==> src/rtl/mdu_seq_if.sv <==
// Request/response bundle for the sequential multiply/divide unit.
//   master: drives start, op, a, b; observes busy, done, results, div_zero
//   slave : the unit itself
interface mdu_seq_if #(
    parameter int unsigned WIDTH = 8
);
    logic             start;
    logic             op;
    logic [WIDTH-1:0] a;
    logic [WIDTH-1:0] b;
    logic             busy;
    logic             done;
    logic [WIDTH-1:0] result_hi;
    logic [WIDTH-1:0] result_lo;
    logic             div_zero;

    modport master (
        output start, op, a, b,
        input  busy, done, result_hi, result_lo, div_zero
    );

    modport slave (
        input  start, op, a, b,
        output busy, done, result_hi, result_lo, div_zero
    );
endinterface

==> src/rtl/mdu_seq.sv <==
// Sequential multiply/divide unit: radix-2 Booth signed multiply and
// restoring unsigned divide, one iteration per clock.
// Optional feature macro: MDU_DIV_EN (divide path, b==0 detection, div_zero).
// Without it every request is a signed multiply and div_zero is 0.
// Ports:
//   clk    rising-edge clock
//   rst_n  asynchronous active-low reset
//   bus    mdu_seq_if.slave: start/op/a/b in; busy/done/result_hi/result_lo/div_zero out
module mdu_seq #(
    parameter int unsigned WIDTH = 8
) (
    input  logic     clk,
    input  logic     rst_n,
    mdu_seq_if.slave bus
);
    localparam int unsigned CW = $clog2(WIDTH) + 1;

    typedef enum logic [1:0] {
        S_IDLE = 2'd0,
        S_RUN  = 2'd1,
        S_DONE = 2'd2
    } state_t;

    state_t           state_q, state_d;
    logic [WIDTH:0]   acc_q, acc_d;
    logic [WIDTH:0]   m_q, m_d;
    logic [WIDTH-1:0] q_q, q_d;
    logic             qm1_q, qm1_d;
    logic [CW-1:0]    cnt_q, cnt_d;

    logic             busy_q, done_q;
    logic [WIDTH-1:0] result_hi_q, result_lo_q;
    logic [WIDTH-1:0] res_hi_d, res_lo_d;
    logic             load_res_c;
    logic             accept_c;

    logic [WIDTH:0]   booth_sum_c;
    logic [WIDTH:0]   step_acc_c;
    logic [WIDTH-1:0] step_q_c;

`ifdef MDU_DIV_EN
    logic             op_q, op_d;
    logic             dz_q, dz_d;
    logic             div_zero_q;
    logic [WIDTH:0]   div_shift_c;
    logic [WIDTH:0]   div_diff_c;
`else
    logic             op_unused;
    assign op_unused = bus.op;
`endif

    // One iteration of the selected algorithm, computed from current registers
    always_comb begin
        booth_sum_c = acc_q;
        case ({q_q[0], qm1_q})
            2'b10:   booth_sum_c = acc_q - m_q;
            2'b01:   booth_sum_c = acc_q + m_q;
            default: booth_sum_c = acc_q;
        endcase
        step_acc_c = {booth_sum_c[WIDTH], booth_sum_c[WIDTH:1]};
        step_q_c   = {booth_sum_c[0], q_q[WIDTH-1:1]};
`ifdef MDU_DIV_EN
        div_shift_c = {acc_q[WIDTH-1:0], q_q[WIDTH-1]};
        div_diff_c  = div_shift_c - m_q;
        if (op_q) begin
            // Negative trial difference: keep the shifted value (restore)
            if (div_diff_c[WIDTH]) begin
                step_acc_c = div_shift_c;
                step_q_c   = {q_q[WIDTH-2:0], 1'b0};
            end else begin
                step_acc_c = div_diff_c;
                step_q_c   = {q_q[WIDTH-2:0], 1'b1};
            end
        end
`endif
    end

    // Next-state and datapath control
    always_comb begin
        state_d    = state_q;
        acc_d      = acc_q;
        m_d        = m_q;
        q_d        = q_q;
        qm1_d      = qm1_q;
        cnt_d      = cnt_q;
        accept_c   = 1'b0;
        load_res_c = 1'b0;
        res_hi_d   = result_hi_q;
        res_lo_d   = result_lo_q;
`ifdef MDU_DIV_EN
        op_d       = op_q;
        dz_d       = dz_q;
`endif
        case (state_q)
            S_IDLE: begin
                if (bus.start) begin
                    accept_c = 1'b1;
                    acc_d    = '0;
                    q_d      = bus.a;
                    qm1_d    = 1'b0;
                    cnt_d    = '0;
                    state_d  = S_RUN;
`ifdef MDU_DIV_EN
                    op_d     = bus.op;
                    dz_d     = 1'b0;
                    m_d      = bus.op ? {1'b0, bus.b} : {bus.b[WIDTH-1], bus.b};
                    if (bus.op && (bus.b == '0)) begin
                        state_d    = S_DONE;
                        dz_d       = 1'b1;
                        load_res_c = 1'b1;
                        res_hi_d   = bus.a;
                        res_lo_d   = '1;
                    end
`else
                    m_d      = {bus.b[WIDTH-1], bus.b};
`endif
                end
            end
            S_RUN: begin
                acc_d = step_acc_c;
                q_d   = step_q_c;
                qm1_d = q_q[0];
                cnt_d = cnt_q + CW'(1);
                if (cnt_q == CW'(WIDTH - 1)) begin
                    state_d    = S_DONE;
                    load_res_c = 1'b1;
                    res_hi_d   = step_acc_c[WIDTH-1:0];
                    res_lo_d   = step_q_c;
                end
            end
            S_DONE: begin
                state_d = S_IDLE;
            end
            default: begin
                state_d = S_IDLE;
            end
        endcase
    end

    // State, datapath and output registers
    always_ff @(posedge clk or negedge rst_n) begin
        if (!rst_n) begin
            state_q     <= S_IDLE;
            acc_q       <= '0;
            m_q         <= '0;
            q_q         <= '0;
            qm1_q       <= 1'b0;
            cnt_q       <= '0;
            busy_q      <= 1'b0;
            done_q      <= 1'b0;
            result_hi_q <= '0;
            result_lo_q <= '0;
`ifdef MDU_DIV_EN
            op_q        <= 1'b0;
            dz_q        <= 1'b0;
            div_zero_q  <= 1'b0;
`endif
        end else begin
            state_q <= state_d;
            acc_q   <= acc_d;
            m_q     <= m_d;
            q_q     <= q_d;
            qm1_q   <= qm1_d;
            cnt_q   <= cnt_d;
            busy_q  <= (state_d != S_IDLE);
            // done pulses in the cycle after the DONE state
            done_q  <= (state_q == S_DONE);
            if (load_res_c) begin
                result_hi_q <= res_hi_d;
                result_lo_q <= res_lo_d;
            end
`ifdef MDU_DIV_EN
            op_q <= op_d;
            dz_q <= dz_d;
            // div_zero clears on acceptance and appears together with done
            if (accept_c) begin
                div_zero_q <= 1'b0;
            end else if (state_q == S_DONE) begin
                div_zero_q <= dz_q;
            end
`endif
        end
    end

    assign bus.busy      = busy_q;
    assign bus.done      = done_q;
    assign bus.result_hi = result_hi_q;
    assign bus.result_lo = result_lo_q;
`ifdef MDU_DIV_EN
    assign bus.div_zero  = div_zero_q;
`else
    assign bus.div_zero  = 1'b0;
`endif

endmodule

==> src/flat_wrapper.sv <==
// flat-port wrapper written by rule: the top's interface ports become plain ports
module mdu_seq_flat 
#(
    parameter int unsigned WIDTH = 8
)
  (clk, rst_n, bus_start, bus_op, bus_a, bus_b, bus_busy, bus_done, bus_result_hi, bus_result_lo, bus_div_zero);
  mdu_seq_if #(.WIDTH(WIDTH)) bus_i ();
  input  logic clk;
  input  logic rst_n;
  input wire logic [$bits(bus_i.start)-1:0] bus_start;
  input wire logic [$bits(bus_i.op)-1:0] bus_op;
  input wire logic [$bits(bus_i.a)-1:0] bus_a;
  input wire logic [$bits(bus_i.b)-1:0] bus_b;
  output wire logic [$bits(bus_i.busy)-1:0] bus_busy;
  output wire logic [$bits(bus_i.done)-1:0] bus_done;
  output wire logic [$bits(bus_i.result_hi)-1:0] bus_result_hi;
  output wire logic [$bits(bus_i.result_lo)-1:0] bus_result_lo;
  output wire logic [$bits(bus_i.div_zero)-1:0] bus_div_zero;
  assign bus_i.start = bus_start;
  assign bus_i.op = bus_op;
  assign bus_i.a = bus_a;
  assign bus_i.b = bus_b;
  assign bus_busy = bus_i.busy;
  assign bus_done = bus_i.done;
  assign bus_result_hi = bus_i.result_hi;
  assign bus_result_lo = bus_i.result_lo;
  assign bus_div_zero = bus_i.div_zero;
  mdu_seq #(.WIDTH(WIDTH)) u_core (.clk(clk), .rst_n(rst_n), .bus(bus_i));
endmodule
==> config.mk <==
export PLATFORM = sky130hd
export DESIGN_NAME = mdu_seq_flat
export DESIGN_NICKNAME = d
export VERILOG_FILES = /design/src/rtl/mdu_seq_if.sv /design/src/rtl/mdu_seq.sv /design/src/flat_wrapper.sv
export SDC_FILE = /design/constraint.sdc
export NUM_CORES = 1
export LEC_CHECK = 0
export CORE_ASPECT_RATIO = 1.5
export CORE_MARGIN = 3
export CORE_UTILIZATION = 53
export DETAILED_ROUTE_END_ITERATION = 10
export PLACE_DENSITY = 0.79
export RECOVER_POWER = 25
export SKIP_LAST_GASP = 1
export SYNTH_ARGS = -nofsm -noshare
export SYNTH_HDL_FRONTEND = slang
export SYNTH_SLANG_ARGS = --single-unit
==> constraint.sdc <==
create_clock -name clk -period 3.2 [get_ports clk]
set_input_delay 0.8 -clock clk [delete_from_list [all_inputs] [get_ports clk]]
set_output_delay 0.8 -clock clk [all_outputs]
set_load 0.01 [all_outputs]
==> out/results.env, run 1 <==
CLOCK-SKEW-FINAL_NS=0.006183
FRACTION_OF_REGISTERS_WITH_ASYNC_SET_OR_RESET_AFTER_SYNTHESIS=1.000
IO_PINS=39
YS_DOMINANT_REG_CELL='dfrtp_1'
TOTAL_NET_SWITCHING_POWER_mW=1.637
TIMING.REG2REG.SETUP_SLACK_NS=0.34
YS_SEQ_ELEMENTS=49
SYNTH_EDF_COUNT=0
SHARE_OF_SYNTHESIZED_AREA_OCCUPIED_BY_FLIP_FLOPS_AND_LATCHES=0.4873
FIN_TNS_SETUP_NS=0
POWER.SWITCHING_FRACTION=0.4178
N_ANTENNA_CELL=0
ROUTED_WL_UM=5230
SETUP_SLACK_AFTER_LAYOUT_NS=0.3423
GRT_FIRST_PASS_WIRELENGTH_UM=9273
NNETSFINAL=315
GRT_UTIL_ALL_LAYERS=0.2048
SYNTHESIS.INSTANCES=245
TIMING_WORST_SETUP_PATH_TYPE='flip-flop to flip-flop'
CP_MAX_FO=4
SYN_NETS=278
CPPEAKSTAGEDELAY_NS=0.46
HOLD_WC_PATH_TYPE='flip-flop to flip-flop'
GRT_START_MAX_NET_PINS=28
CLKSINKCOUNT=49
SHARE_CLK_OF_TOTAL_POWER=0.112
DRC=0
WIRE_PER_INST_UM=15.12
CRITPATHTOPFAMILY='compound AO/OA/AOI/OAI gates'
LAYOUT_COMMONEST_CELL='dfrtp_1'
POWER.SHARE.COMBINATIONAL=0.589
OVERFLOW=0
HOLD_BUFFERS=0
CRITPATHLAUNCHTYPE='flip-flop'
CORE_AREA_UM2=4542
PRECTSSETUPSLACK_NS=0.2739
WORSTHOLDSTART='u_core.qm1_q$_DFFE_PN0P_'
DRIVE_ABOVE_1_SHARE=0.1277
TIMING.FINAL.SETUP_VIOLATIONS=0
LEAKAGE_nW=1.340
MAXSLEWVIOLCOUNT=0
ROWS=30
STATUS='completed'
DR.FIRST_ITER.DRC_COUNT=68
VIAS=1902
TIMING_WORST_SLEW_PIN_VALUE_NS=1.234
HOLD_DEPTH=2
CLK_SLEW_ON_WORST_S_H_PATHS_NS=0.09
PERIOD_MINUS_SLACK_NS=2.858
FP.DIEW_UM=62.26
YS_WARN_COUNT=0
FF2FF_PATH_DEPTH=12
NUMCTSBUFFERS=5
VIAS_IN_THE_FIRST_GLOBAL_ROUTE=2023
DIE_HEIGHT_UM=90.39
ROUTE.ANTENNA.REMAINING_NETS=0
CP_NUM_BUF_INV=1
WORSTPATHCELLLIST='inv_1, ha_1, nor3b_2, nor2_1, xnor2_1, ha_1, o211ai_1, a21o_1, a32oi_2, mux2i_2, a21oi_1, o21ai_0'
WORST_R2R_STARTPOINT='u_core.m_q[0]$_DFFE_PN0P_'
NUMBER_OF_BUFFERS_INSERTED_BY_POST_CTS_SETUP_REPAIR=0
CTS_TREE='built'
ANTENNA_FOUND_INITIAL=0
VDD.IR_DROP.WORST_mV=0.4940
WORSTHOLDENDPOINT='u_core.qm1_q$_DFFE_PN0P_'
MAX-SLEW-MARGIN-REL=0.1772
CRITICAL_PATH_ARRIVAL_NS=3.08
AREA.GROWTH.SYNTH_TO_FINAL_PCT=21.38
PLACE.PORT_BUFFERS=36
POWER.DENSITY_nW_PER_UM2=1283
AVGSYNTHCELLAREA_UM2=10.27
HPWL_UM=3746
POST_DRT_VIA_CELL_RATIO=5.497
CELL_WITH_THE_MOST_INSTANCES_ON_THE_WORST_PATH='ha_1'
DR.PASS1.ITERS=4
SYNTH_AREA_UM2=2516
RSZ0062_AT_GRT='false'
END_KIND='flip-flop'
COMMONEST_NON_FILL_NON_TAP_CELLS_IN_THE_LAYOUT='dfrtp_1 (49), clkdlybuf4s50_1 (35), nand2_1 (24)'
GP_CONGESTION=0.7731
REPORT.FINAL.HOLD_VIOL_COUNT=0
DESIGN.DIE.AREA_UM2=5627
MAXIMUM_CLOCK_PATH_BUFFER_COUNT=2
FIN_CRIT_SH=0.8930
FMAXACHIEVABLE_GHz=0.3499
H_TREE_LVL_COUNT=2
CRITPATHREQUIREDTIME_NS=3.43
INTPOWER_mW=2.281
ENDPOINT_OF_THE_LOWEST_SLACK_REGISTER_TO_REGISTER_PATH='u_core.acc_q[7]$_DFFE_PN0P_'
MAX-CAP-VIOLATIONS=0
STARTING_DENSITY=0.5540
CRIT_SLOWEST_CELL='dfrtp_1'
YS_TYPES=37
POWER.SHARE.SEQUENTIAL=0.299
POST_CTS_RESIZE_COUNT=0
INSERTION_DELAY_NS=0.31
ROOT_BUFFER='clkbuf_8'
[per-stage QoR]
stage / hold slack (ns) / std cells / util / area [um2] / power [mW]
floorplan: 0.4563 / 245 / - / 2516 / 2.801
CTS: 0.4701 / 346 / 0.6711 / 3048 / 3.916
global placement: 0.4684 / 339 / 0.6482 / 2944 / 3.352
finish: 0.4990 / 346 / 0.6725 / 3054 / 3.918
detailed placement: 0.4865 / 339 / 0.6482 / 2944 / 3.439
global route: 0.5259 / 346 / 0.6725 / 3054 / 4.285
[worst reg2reg max path: cells and delay by family, from the launching register on]
| family | cells | cell delay, ns |
|---|---|---|
| flip-flops | 1 | 0.46 |
| AND/OR/NAND/NOR | 2 | 0.40 |
| adder cells (fa/ha/maj) | 2 | 0.52 |
| multiplexers | 1 | 0.34 |
| XOR/XNOR | 1 | 0.14 |
| buffers and inverters | 1 | 0.11 |
| AO/OA/AOI/OAI | 5 | 0.81 |
[state kept, by name, summed over array words and instances (netlist names)]
name                  count
u_core.state_q            2
u_core.bus.done           1
u_core.acc_q              8
u_core.bus.result_hi      8
u_core.bus.busy           1
u_core.qm1_q              1
u_core.m_q                8
u_core.q_q                8
u_core.cnt_q              4
u_core.bus.result_lo      8
[cell type report]
type / count / area (um2)
clock buffer: 5 / 68.82
clock inverter: 2 / 35.03
fill: 373 / 1488
inverter: 11 / 41.29
multi-input combinational: 173 / 1206
sequential: 49 / 1226
tap: 64 / 80.08
timing repair buffer: 42 / 396.6
[cells by family after synthesis]
family,synth area share
flops,0.4873
mux,0.09597
simple gates,0.1129
fa+ha+maj,0.06763
buf+inv,0.03729
other cells,0.001490
xor+xnor,0.04177
compound gates,0.1557
[power by group through the flow]
stage               clock, mW  combinational [mW]  sequential (mW)
finish                  0.438                2.31             1.17
global route            0.472                2.60             1.22
CTS                     0.449                2.30             1.17
detailed placement          0                2.26             1.18
global placement            0                2.19             1.16
floorplan                   0                1.65             1.15
[cells in the mapped netlist, types with 5 or more instances]
master | count | share of area
a21oi_1 | 19 | 0.038
o22ai_1 | 5 | 0.012
o21ai_0 | 20 | 0.040
nand2_1 | 24 | 0.036
a22oi_1 | 8 | 0.024
ha_1 | 12 | 0.060
dfrtp_1 | 49 | 0.49
mux2_2 | 17 | 0.076
inv_1 | 11 | 0.016
clkbuf_1 | 6 | 0.0090
xor2_1 | 8 | 0.028
mux2i_1 | 5 | 0.020
nor2_1 | 17 | 0.025
[metal layers]
layer / track usage / share of wire / vias up
met3: 0.03985 / 0.029 / 13
li1: - / - / 923
met1: 0.2330 / 0.41 / 929
met2: 0.3651 / 0.53 / 37
met4: 0.09576 / 0.029 / 0
met5: 0 / 0 / -
[how the worst max path moves through the flow]
stage / end / slack, ns / start / cells after the start
floorplan: u_core.bus.result_hi[7]$_DFFE_PN0P_ / 0.62 / u_core.q_q[0]$_DFFE_PN0P_ / 12
global route: u_core.acc_q[7]$_DFFE_PN0P_ / 0.06 / u_core.m_q[0]$_DFFE_PN0P_ / 12
global placement: u_core.bus.result_hi[7]$_DFFE_PN0P_ / 0.38 / u_core.m_q[3]$_DFFE_PN0P_ / 10
detailed placement: u_core.bus.result_hi[7]$_DFFE_PN0P_ / 0.27 / u_core.m_q[3]$_DFFE_PN0P_ / 10
finish: u_core.acc_q[7]$_DFFE_PN0P_ / 0.34 / u_core.m_q[0]$_DFFE_PN0P_ / 12
CTS: u_core.acc_q[7]$_DFFE_PN0P_ / 0.24 / u_core.m_q[3]$_DFFE_PN0P_ / 10
Power figures use the tool's default switching activity.
==> run 2, diff against run 1 <==
- GPL_TIMING_DRIVEN: default -> 0
==> run 2 against run 1 <==
The flow now finishes with violations (max-capacitance violations, max-slew violations). Final area up 0.53%. Flip-flop and latch count unchanged. Die area unchanged. First-iteration DRC count up 19%. Clock skew down 0.0024 ns. Sequential power about the same. Utilization up 0.36 points. Clock power up 3%. Critical path depth down 2. Non-clock buffer count up 6. Setup slack worse by 0.14 ns. Global-route usage down 0.36 points. Largest cell class unchanged. Highest routed layer unchanged.
==> out/results.env, run 2 (synthesis results as in run 1) <==
PERIOD_MINUS_SLACK_NS=2.996  # +0.1379 ns
DRC=0  # unchanged
LAYOUT_COMMONEST_CELL='dfrtp_1'
REPORT.FINAL.HOLD_VIOL_COUNT=0  # unchanged
PLACE.PORT_BUFFERS=36  # unchanged
ROUTE.ANTENNA.REMAINING_NETS=0  # unchanged
END_KIND='flip-flop'
STARTING_DENSITY=0.5540  # unchanged
DESIGN.DIE.AREA_UM2=5627  # unchanged
GRT_UTIL_ALL_LAYERS=0.2011  # -0.003646
ROWS=30  # unchanged
HOLD_WC_PATH_TYPE='flip-flop to flip-flop'
ROOT_BUFFER='clkbuf_8'
CRITICAL_PATH_ARRIVAL_NS=3.17  # +0.09 ns
OVERFLOW=0  # unchanged
ANTENNA_FOUND_INITIAL=0  # unchanged
VDD.IR_DROP.WORST_mV=0.6069  # +23%
N_ANTENNA_CELL=0  # unchanged
IO_PINS=39  # unchanged
H_TREE_LVL_COUNT=2  # unchanged
CLKSINKCOUNT=49  # unchanged
FP.DIEW_UM=62.26  # unchanged
TIMING_WORST_SLEW_PIN_VALUE_NS=1.629  # +0.3949 ns
WIRE_PER_INST_UM=14.80  # -2.1%
MAX-SLEW-MARGIN-REL=-0.08606  # -0.2633
POWER.SHARE.SEQUENTIAL=0.296  # -0.003
RSZ0062_AT_GRT='false'
NUMBER_OF_BUFFERS_INSERTED_BY_POST_CTS_SETUP_REPAIR=0  # unchanged
FIN_CRIT_SH=0.9361  # +0.04309
ROUTED_WL_UM=5225  # about the same
TIMING.FINAL.SETUP_VIOLATIONS=0  # unchanged
CTS_TREE='built'
COMMONEST_NON_FILL_NON_TAP_CELLS_IN_THE_LAYOUT='dfrtp_1 (49), clkdlybuf4s50_1 (35), nand2_1 (24)'
CRITPATHREQUIREDTIME_NS=3.37  # -0.06 ns
NUMCTSBUFFERS=5  # unchanged
TIMING_WORST_SETUP_PATH_TYPE='flip-flop to flip-flop'
POST-PLACE-CELLS=346  # +2.1%
TOTAL_NET_SWITCHING_POWER_mW=1.611  # -1.6%
POWER.SHARE.COMBINATIONAL=0.588  # about the same
CLOCK-SKEW-FINAL_NS=0.003804  # -0.002379 ns
POWER.DENSITY_nW_PER_UM2=1263  # -1.5%
POST_DRT_VIA_CELL_RATIO=5.414  # -1.5%
SETUP_SLACK_AFTER_LAYOUT_NS=0.2044  # -0.1379 ns
INSERTION_DELAY_NS=0.30  # about the same
PRECTSSETUPSLACK_NS=0.2218  # -0.05212 ns
NNETSFINAL=321  # +1.9%
FAILING_CHECKS='max-capacitance violations, max-slew violations'
CP_MAX_FO=5  # +1
AREA.GROWTH.SYNTH_TO_FINAL_PCT=22.03
GRT_FIRST_PASS_WIRELENGTH_UM=9018  # -2.7%
DR.FIRST_ITER.DRC_COUNT=81  # +19%
POST_CTS_RESIZE_COUNT=0  # unchanged
DIE_HEIGHT_UM=90.39  # unchanged
VIAS=1911  # +0.47%
P_TOTAL_mW=3.878  # -1.0%
POWER.SWITCHING_FRACTION=0.4154  # -0.002424
SHARE_CLK_OF_TOTAL_POWER=0.116  # +0.004
MAXIMUM_CLOCK_PATH_BUFFER_COUNT=2  # unchanged
LEAKAGE_nW=1.353  # +0.96%
STATUS='finished with violations'
HPWL_UM=3862  # +3.1%
MAXSLEWVIOLCOUNT=38  # +38
VIAS_IN_THE_FIRST_GLOBAL_ROUTE=1955  # -3.4%
CLK_SLEW_ON_WORST_S_H_PATHS_NS=0.09  # about the same
CRITPATHLAUNCHTYPE='flip-flop'
MAX-CAP-VIOLATIONS=1  # +1
FMAXACHIEVABLE_GHz=0.3338  # -4.6%
INTPOWER_mW=2.267  # -0.60%
DR.PASS1.ITERS=4  # unchanged
GP_CONGESTION=0.7809  # +1.0%
HOLD_BUFFERS=0  # unchanged
CORE_AREA_UM2=4542  # unchanged
GRT_START_MAX_NET_PINS=38  # +36%
INSTANCES_NO_FILL=353  # +2.0%
DRIVE_ABOVE_1_SHARE=0.1107  # -0.01693
==> run 2: cell count changes in the layout (fill, tap and decap cells not counted), moves of 2 or more <==
cell,previous run,this run
clkbuf_1,1,7
buf_2,0,3
buf_4,5,1
buf_1,0,2
==> run 2: path summary, 6_finish.rpt <==
check                                               start                             endpoint  slack, ns  depth (start not counted)
worst max-delay path            u_core.m_q[3]$_DFFE_PN0P_  u_core.bus.result_hi[7]$_DFFE_PN0P_       0.20                         10
worst min-delay path             u_core.qm1_q$_DFFE_PN0P_             u_core.qm1_q$_DFFE_PN0P_       0.49                          2
worst max register to register  u_core.m_q[3]$_DFFE_PN0P_  u_core.bus.result_hi[7]$_DFFE_PN0P_       0.20                         10
worst min register to register   u_core.qm1_q$_DFFE_PN0P_             u_core.qm1_q$_DFFE_PN0P_       0.49                          2
max in group asynchronous                           rst_n  u_core.bus.result_hi[1]$_DFFE_PN0P_       0.65                          2
min in group asynchronous                           rst_n            u_core.m_q[6]$_DFFE_PN0P_       0.50                          1
==> run 2: metrics by stage <==
| step | utilization | hold WS (ns) | setup TNS [ns] | area (um2) |
|---|---|---|---|---|
| floorplan | - | 0.4563 | 0 | 2516 |
| global placement | 0.6510 | 0.4711 | -1.313 | 2957 |
| detailed placement | 0.6543 | 0.4780 | 0 | 2972 |
| CTS | 0.6788 | 0.3838 | 0 | 3083 |
| global route | 0.6760 | 0.5128 | 0 | 3070 |
| finish | 0.6760 | 0.4925 | 0 | 3070 |
==> run 2: layout make-up <==
type,instances,area [um2]
timing repair buffer,37,366.6
inverter,11,41.29
sequential,49,1226
tap,64,80.08
clock buffer,6,72.57
fill,379,1471
clock inverter,2,38.79
multi-input combinational,173,1196
buffer,11,48.80
==> run 2: power groups by stage <==
stage / Combinational [mW] / Clock (mW) / Sequential (mW)
after global placement: 2.21 / 0 / 1.15
final: 2.28 / 0.450 / 1.15
after floorplan: 1.65 / 0 / 1.15
after CTS: 2.30 / 0.456 / 1.15
after global routing: 2.58 / 0.482 / 1.19
after detailed placement: 2.27 / 0 / 1.16
==> run 2: worst max-delay path, cell delays in order, from the launching register on <==
cell	delay (ns)
dfrtp_1	0.44
nor4_1	0.61
a21oi_1	0.17
xor2_1	0.17
ha_1	0.36
o211ai_1	0.11
a21o_1	0.20
a32oi_2	0.20
mux2i_1	0.37
xnor2_1	0.16
a21oi_1	0.08
==> run 2: metal layers <==
| layer | track usage | share of wire | vias to the layer above |
|---|---|---|---|
| met5 | 0 | 0 | - |
| met4 | 0.08840 | 0.029 | 0 |
| met3 | 0.03736 | 0.038 | 12 |
| met2 | 0.3579 | 0.53 | 39 |
| met1 | 0.2332 | 0.40 | 919 |
| li1 | - | - | 941 |
==> patch (flow settings as in run 1) <==
Make the reset (`rst_n`) synchronous in one clocked block. Comments in the files are not updated.
--- a/src/rtl/mdu_seq.sv
+++ b/src/rtl/mdu_seq.sv
@@ -138,7 +138,7 @@
     end
 
     // State, datapath and output registers
-    always_ff @(posedge clk or negedge rst_n) begin
+    always_ff @(posedge clk) begin
         if (!rst_n) begin
             state_q     <= S_IDLE;
             acc_q       <= '0;
Function: differs if rst_n is asserted again (counterexample within 4 cycles, from zero or initial values and one cycle with rst_n low); with rst_n held inactive, the same outputs for 4 cycles.
==> patch against run 1 <==
Cell area shrank 2.5%. Synthesized area down 0.99%. Critical path depth down 8. Routed wire length increased by 9.9%. Count of clock-buffer cells in the layout increased by 1. Hold slack lost 46 ps. Via count is 16% higher. Non-clock buffer count shrank 3. Sequential share of layout area is 7.2 points lower. Sequential cell count is the same. Setup slack better by 44 ps. Highest routed layer unchanged.
Power is not compared: it rests on default switching activity, and its combinational part moved more than twofold at a synthesized area within 25%.
==> patch: results (changes against run 1) <==
Synth top cells by count - dfxtp_1, nand2_1, a21boi_1, a21oi_1, nor2_1
synthesized instance count - 291 (+19%)
Final Worst Setup Slack - 386 ps (+43.8 ps)
Worst R2R End - u_core.acc_q[7]
clk_skew - 2.63 ps (-3.55 ps)
all-layer global routing usage - 21.5% (+1.0 points)
Reg2Reg Setup Slack - 450 ps (+110 ps)
number of synthesis warnings - 0 (unchanged)
Hold Path End - u_core.bus.result_lo[5]
Synth Area in Compound Gates - 27.0% (+11 points)
Fillers - 389 (+4.3%)
hpwl dp - 4.31 mm (+15%)
largest net degree at the start of global routing - 34 (+21%)
worst setup path start - rst_n
ranking of synthesized cells by area - dfxtp_1, nand2_1, a21boi_1
Worst Min Path Start - u_core.bus.result_lo[5]
xor and xnor area share after synthesis - 3.87% (-0.31 points)
global-route wire length before repair - 9.41 mm (+1.5%)
Worst Hold Slack - 453 ps (-46.1 ps)
Worst-Skew Late Latency - 300 ps
Placed Area - 0.00291 mm2 (-1.1%)
Worst slew margin - 24.2% (+6.4 points)
post-synthesis adder-cell area fraction - 6.33% (-0.43 points)
fin cells - 388 (+12%)
drt total wl - 5.75 mm (+9.9%)
multiplexer share of the synthesized area - 1.66% (-7.9 points)
placer congestion estimate - 0.861 (+11%)
syn_nets - 323 (+16%)
Placed Cells - 380 (+12%)
pre-CTS setup slack - 468 ps (+194 ps)
Via density - 5.70 (+3.7%)
post-synthesis sequential area ratio - 39.4% (-9.4 points)
library cells used by synthesis - 51 (+38%)
total leakage power - 0.00117 uW
Critical Path AT - 3040 ps (-40 ps)
Worst R2R Start - u_core.m_q[0]
status - finished clean
CP max stage delay - 900 ps (+440 ps)
Async S/R FF share, synth - 0% (-100 points)
delay-heaviest family, CP - buffers and inverters
-- patch: area by class of cell --
class | count | area, um2 | area share, %
clock inverters | 2 | 10.0 | 0.336
clock buffers | 6 | 72.6 | 2.44
well taps | 62 | 77.6 | 2.60
multi-input cells | 224 | 1440 | 48.2
inverters | 6 | 22.5 | 0.756
repair buffers | 39 | 379 | 12.7
flip-flops and latches | 49 | 981 | 32.9
-- patch: per-layer routing --
metal | part of all wire [%] | up-vias | global-route usage [%] | wire [um]
met2 | 51 | 47 | 36.3 | 2950
met1 | 43 | 1045 | 26.1 | 2490
li1 | - | 1108 | - | -
met5 | 0 | - | 0 | 0
met4 | 2.3 | 0 | 7.61 | 131
met3 | 3.0 | 12 | 3.72 | 175
-- patch: power groups by stage --
stage	registers, uW	logic [uW]	clock network, uW
finish	672	312	349
global route	677	346	385
CTS	671	313	361
detailed placement	685	311	0
global placement	684	301	0
floorplan	676	232	0
